**src/rtl/eq_gain_regbank.sv**
```systemverilog
// eq_gain_regbank
//   Double-buffered equaliser gain register bank. A byte-wide write bus fills
//   a configuration byte and NUM_BANDS shadow gains (GAIN_BYTES each, stored
//   little-endian). After a commit request, the next sample_tick copies every
//   shadow gain into the active gain bus in one edge. The filter therefore
//   never sees a partially written gain.
//
//   Address map (N = NUM_BANDS*GAIN_BYTES):
//     0        configuration
//     1..N     shadow gain bytes, band k byte j at 1+(k-1)*GAIN_BYTES+j
//     N+1      CTRL  (write bit0=1 requests commit, read {7'b0, pending})
//     other    unmapped (addr_err pulse)
//
//   Optional macro EQ_GAIN_REGBANK_AUTOINC_EN:
//     The all-ones address becomes a burst port. Writes to it land at an
//     internal pointer that then advances over 1..N. Any direct write to
//     0..N moves the pointer to addr+1. Reads of the burst port return the
//     byte at the pointer and do not advance it.
//
//   Ports:
//     clk_i            system clock, rising edge
//     rst_i            synchronous active-high reset
//     we_i / re_i      write / read strobes
//     addr_i           byte address
//     data_in_i        write data
//     sample_tick_i    one-cycle sample boundary pulse
//     rd_data_o        registered read data (holds when no read)
//     rd_valid_o       read data valid pulse, one cycle after re_i
//     configuration_o  configuration register
//     gain_bus_o       active gains, band k at [k*GW-1 : (k-1)*GW]
//     commit_pending_o commit requested but not yet applied
//     gains_updated_o  one-cycle pulse after the active gains are loaded
//     addr_err_o       one-cycle pulse after an access to an unmapped address
//
//   FSM states:
//     state     | meaning
//     S_IDLE    | no commit outstanding
//     S_PENDING | commit requested, waiting for the next sample_tick
module eq_gain_regbank #(
  parameter int NUM_BANDS  = 10,
  parameter int GAIN_BYTES = 3,
  parameter int ADDR_WIDTH = 8
) (
  input  logic                              clk_i,
  input  logic                              rst_i,
  input  logic                              we_i,
  input  logic                              re_i,
  input  logic [ADDR_WIDTH-1:0]             addr_i,
  input  logic [7:0]                        data_in_i,
  input  logic                              sample_tick_i,
  output logic [7:0]                        rd_data_o,
  output logic                              rd_valid_o,
  output logic [7:0]                        configuration_o,
  output logic [NUM_BANDS*GAIN_BYTES*8-1:0] gain_bus_o,
  output logic                              commit_pending_o,
  output logic                              gains_updated_o,
  output logic                              addr_err_o
);

  localparam int GW = 8 * GAIN_BYTES;
  localparam int N  = NUM_BANDS * GAIN_BYTES;
  localparam logic [ADDR_WIDTH-1:0] GAIN_LAST = ADDR_WIDTH'(N);
  localparam logic [ADDR_WIDTH-1:0] CTRL_ADDR = ADDR_WIDTH'(N + 1);

  typedef enum logic {S_IDLE, S_PENDING} state_e;

  state_e                  state_q;
  logic [7:0]              config_q;
  logic [7:0]              shadow_q [N];
  logic [7:0]              shadow_d [N];
  logic [N*8-1:0]          shadow_flat_d;
  logic [NUM_BANDS*GW-1:0] active_q;
  logic [7:0]              rd_data_q;
  logic                    rd_valid_q;
  logic                    addr_err_q;
  logic                    commit_pending_q;
  logic                    gains_updated_q;

  logic [ADDR_WIDTH-1:0]   eff_addr;
  logic                    is_cfg;
  logic                    is_gain;
  logic                    is_ctrl;
  logic                    mapped;
  logic                    commit_req;
  logic [7:0]              rd_byte;

`ifdef EQ_GAIN_REGBANK_AUTOINC_EN
  logic [ADDR_WIDTH-1:0] ptr_q;
  logic [ADDR_WIDTH-1:0] ptr_inc;

  // The burst port is redirected to the pointer. The pointer always lies in
  // 1..N, so every burst access decodes as a shadow gain byte.
  assign eff_addr = (addr_i == '1) ? ptr_q : addr_i;

  // A burst write has eff_addr == ptr_q, so one increment-and-wrap expression
  // serves both burst and direct writes.
  assign ptr_inc = (eff_addr >= GAIN_LAST) ? ADDR_WIDTH'(1)
                                           : eff_addr + ADDR_WIDTH'(1);

  always_ff @(posedge clk_i) begin
    if (rst_i) begin
      ptr_q <= ADDR_WIDTH'(1);
    end else if (we_i && (eff_addr <= GAIN_LAST)) begin
      ptr_q <= ptr_inc;
    end
  end
`else
  assign eff_addr = addr_i;
`endif

  assign is_cfg     = (eff_addr == '0);
  assign is_gain    = (eff_addr >= ADDR_WIDTH'(1)) && (eff_addr <= GAIN_LAST);
  assign is_ctrl    = (eff_addr == CTRL_ADDR);
  assign mapped     = is_cfg | is_gain | is_ctrl;
  assign commit_req = we_i & is_ctrl & data_in_i[0];

  always_comb begin
    for (int i = 0; i < N; i++) begin
      shadow_d[i] = shadow_q[i];
      if (we_i && (eff_addr == ADDR_WIDTH'(i + 1))) begin
        shadow_d[i] = data_in_i;
      end
    end
  end

  // Shadow byte i maps to gain bus bits [8i+7:8i]. This follows from the
  // little-endian, band-major address layout.
  always_comb begin
    shadow_flat_d = '0;
    for (int i = 0; i < N; i++) begin
      shadow_flat_d[i*8 +: 8] = shadow_d[i];
    end
  end

  // Reads sample the pre-edge contents. A same-cycle write to the same
  // address therefore returns the old value.
  always_comb begin
    rd_byte = 8'h00;
    if (is_cfg) begin
      rd_byte = config_q;
    end else if (is_ctrl) begin
      rd_byte = {7'b0, commit_pending_q};
    end else begin
      for (int i = 0; i < N; i++) begin
        if (eff_addr == ADDR_WIDTH'(i + 1)) begin
          rd_byte = shadow_q[i];
        end
      end
    end
  end

  always_ff @(posedge clk_i) begin
    if (rst_i) begin
      config_q   <= '0;
      rd_data_q  <= '0;
      rd_valid_q <= 1'b0;
      addr_err_q <= 1'b0;
      for (int i = 0; i < N; i++) begin
        shadow_q[i] <= '0;
      end
    end else begin
      if (we_i && is_cfg) begin
        config_q <= data_in_i;
      end
      for (int i = 0; i < N; i++) begin
        shadow_q[i] <= shadow_d[i];
      end
      rd_valid_q <= re_i;
      if (re_i) begin
        rd_data_q <= rd_byte;
      end
      addr_err_q <= (we_i | re_i) & ~mapped;
    end
  end

  // The apply path copies shadow_d rather than shadow_q. A shadow write in
  // the same cycle as the applying tick is therefore included in the copy.
  always_ff @(posedge clk_i) begin
    if (rst_i) begin
      state_q          <= S_IDLE;
      commit_pending_q <= 1'b0;
      gains_updated_q  <= 1'b0;
      active_q         <= '0;
    end else begin
      gains_updated_q <= 1'b0;
      case (state_q)
        S_IDLE: begin
          // A tick in the same cycle as the commit write is not used.
          if (commit_req) begin
            state_q          <= S_PENDING;
            commit_pending_q <= 1'b1;
          end
        end
        S_PENDING: begin
          // Repeat commits are absorbed here.
          if (sample_tick_i) begin
            active_q         <= shadow_flat_d;
            gains_updated_q  <= 1'b1;
            commit_pending_q <= 1'b0;
            state_q          <= S_IDLE;
          end
        end
      endcase
    end
  end

  assign rd_data_o        = rd_data_q;
  assign rd_valid_o       = rd_valid_q;
  assign configuration_o  = config_q;
  assign gain_bus_o       = active_q;
  assign commit_pending_o = commit_pending_q;
  assign gains_updated_o  = gains_updated_q;
  assign addr_err_o       = addr_err_q;

endmodule

```
**config.mk**
```make
export PLATFORM = sky130hd
export DESIGN_NAME = eq_gain_regbank
export DESIGN_NICKNAME = d
export VERILOG_FILES = /design/src/rtl/eq_gain_regbank.sv
export SDC_FILE = /design/constraint.sdc
export NUM_CORES = 1
export LEC_CHECK = 0
export CORE_MARGIN = 5
export CORE_UTILIZATION = 50
export DETAILED_ROUTE_END_ITERATION = 12
export PLACE_DENSITY_LB_ADDON = 0.05
export SETUP_SLACK_MARGIN = 0.1
export SLEW_MARGIN = 20
export SYNTH_ARGS = -nofsm -noshare
export SYNTH_HDL_FRONTEND = slang
export SYNTH_SLANG_ARGS = --single-unit
```
**constraint.sdc**
```tcl
create_clock -name clk_i -period 2.9 [get_ports clk_i]
set_clock_uncertainty 0.05 [all_clocks]
set_input_delay 0.29 -clock clk_i [delete_from_list [all_inputs] [get_ports clk_i]]
set_output_delay 0.29 -clock clk_i [all_outputs]
set_load 0.1 [all_outputs]
```
==> reports/summary.txt <==
filler cell count in the final layout = 3,373
synth warn = 0
Vias per Instance = 5.845
DIE HEIGHT = 210.6 um
Setup WS pre-CTS = -237.6 ps
EDFF count, synth = 0
Critical-path top delay cell = or4b_1
post-CTS sizing = 0
max incr delay on CP = 670 ps
HP Start = sample_tick_i
final core occ = 64.10%
register area share after synthesis = 49.87%
die width = 210.6 um
clock tree buffer depth = 3
GP Congestion = 0.9889
Fin. Hold Viols = 0
Pre-antenna DRT Iters = 6
PD cells = 562.9 mW/mm2
Worst Setup SP = addr_i[7]
Post-DRT Antenna Nets = 0
Global Route Usage Sum = 30.26%
fraction of layout cells with a size suffix above 1 = 22.45%
Hold Path Class = in2reg
Post-Syn Area = 0.02011 mm2
grt total ovfl = 0
TritonCTS buffer count = 51
most frequent cells in the layout = nor2_1 (537), dfxtp_1 (501), buf_4 (432)
total clock sinks = 501
setup_tns = 0 ps
final setup fails = 0
Synth Instances = 2,190
routed via count = 18,042
RR Startpoint = shadow_q[0][3]$_SDFF_PP0_
DRC Markers = 0
most common cell after layout, fill and taps aside = nor2_1
row cnt = 73
Synth Flop Type = dfxtp_1
Seq cells post-synth = 501
syn nets = 2,211
HPWL Detailed = 50.20 mm
period utilization = 87.22%
crit end category = register
status = completed
# nets final = 2,544
syn avg cell area = 9.183 um2
Clk Latency, worst-skew pair = 610 ps
clk slew on worst S/H paths = 60 ps
Worst Setup Start Kind = input port
number of global-route vias before repair = 16,986
RSZ-0062 raised after global routing = no
critical path, cell by cell = clkdlybuf4s50_1, or4b_1, nor2_4, nand2_1, a222oi_1, buf_4, o221ai_1, a21oi_1, o21ai_0
crit path kind = in2reg
Worst-Margin Slew = 915.6 ps
Worst EP required = 3330 ps
core area = 0.03973 mm2
fmax = 395.4 MHz
root buf cell = clkbuf_16
port bufs = 280
routed len/inst = 22.87 um
CTS tree = built
worst-path fanout max = 6
Top delay family on crit path = compound AO/OA/AOI/OAI gates
LEAKAGE = 11.23 nW
DIE AREA = 0.04433 mm2
Final min period = 2529 ps
critical path data arrival time = 2960 ps
largest net degree at the start of global routing = 197
first-pass GRT wire length = 104.8 mm
Detailed Route WL = 70.61 mm
Distinct cells, synth = 77
Area growth syn-to-layout = 26.65%
Max Cap Viol = 0
WP buf/inv = 2
initial antenna violation count = 2
Max Slew Vio Count = 0
Peak VDD IR = 0.4437 mV
overall power = 14.34 mW
asr flop ratio synth = 0%
Rel. slew slack = 38.96%
DR iter-0 viols = 1,575
Clock H-tree levels = 2
I/O pins = 281
final setup margin = 370.7 ps
Initial Util = 50.62%
## cell families after synthesis
family	share of synthesized area (%)
simple gates	15.40
flops	49.87
compound gates	17.23
mux	13.58
buf+inv	3.907
## metrics by stage
step,std cells,area (um2),hold WS [ps]
6_report,3087,25470,360.2
3_5_place_dp,2994,23750,436.2
4_1_cts,3086,25470,324.0
2_1_floorplan,2190,20110,329.6
3_3_place_gp,2994,23750,434.6
5_1_grt,3086,25470,353.8
## worst reg2reg max path: cells and delay by family, from the launching register on
kind / cells / cell delay (ps)
muxes: 1 / 250
DFF: 1 / 320
buffers and inverters: 1 / 190
AOI/OAI and AO/OA: 6 / 1350
## sequential cells by signal (all words and copies together) (netlist names)
signal            flops
state_q               1
gains_updated_o       1
shadow_q            240
commit_pending_o      1
configuration_o       8
gain_bus_o          240
rd_data_o             8
rd_valid_o            1
addr_err_o            1
## final timing paths
path	depth (start not counted)	to	slack (ps)
worst max-delay path	9	rd_data_o[3]$_SDFFE_PP0P_	370
worst max register to register	8	rd_data_o[3]$_SDFFE_PP0P_	620
worst min-delay path	3	gains_updated_o$_SDFF_PP0_	360
worst min register to register	2	gain_bus_o[215]$_SDFFE_PP0P_	450
## layer usage
| metal | share of wire [%] | global-route usage [%] | vias to the layer above | wire (um) |
|---|---|---|---|---|
| li1 | - | - | 8486 | - |
| met4 | 2.4 | 8.741 | 0 | 1717 |
| met3 | 8.2 | 5.715 | 98 | 5787 |
| met5 | 0 | 0 | - | 0 |
| met2 | 45 | 46.26 | 714 | 31470 |
| met1 | 45 | 43.92 | 8744 | 31640 |
## synth_stat cells, types with 7 or more instances
cell | n | area [um2]
clkbuf_1 | 149 | 559.3
dfxtp_1 | 501 | 10030
a32oi_1 | 7 | 61.31
a211oi_1 | 246 | 1847
a22oi_1 | 19 | 142.6
a21oi_1 | 59 | 295.3
nand3_1 | 23 | 115.1
mux2i_1 | 256 | 2562
nor2b_1 | 9 | 56.30
a221oi_1 | 10 | 87.58
mux2_2 | 11 | 123.9
o21ai_0 | 44 | 220.2
buf_1 | 13 | 48.80
a31oi_1 | 10 | 62.56
nand2_1 | 91 | 341.6
o22ai_1 | 25 | 156.4
buf_2 | 22 | 110.1
nor2_1 | 537 | 2016
nor3_1 | 24 | 120.1
## cell type report
| type | count | area (um2) | area share (%) |
|---|---|---|---|
| Timing Repair Buffer | 468 | 3749 | 14.72 |
| Clock inverter | 20 | 222.7 | 0.8744 |
| Tap cell | 525 | 656.9 | 2.579 |
| Sequential cell | 501 | 10030 | 39.38 |
| Antenna cell | 1 | 2.502 | 0.009825 |
| Inverter | 8 | 30.03 | 0.1179 |
| Clock buffer | 71 | 1481 | 5.816 |
| Multi-Input combinational cell | 1493 | 9298 | 36.51 |
## report_power, final
part           internal, mW  switching (mW)
Clock                  3.92            2.77
Combinational         0.203           0.540
Sequential             6.90          0.0121
Total                  11.0            3.32
## timing repair
action / 4_1_cts / 5_1_grt
endpoints found under the hold margin: 15 / 0
hold buffers: 1 / 0
setup buffers: 0 / 0
No activity file was read; power rests on OpenSTA's default activity.
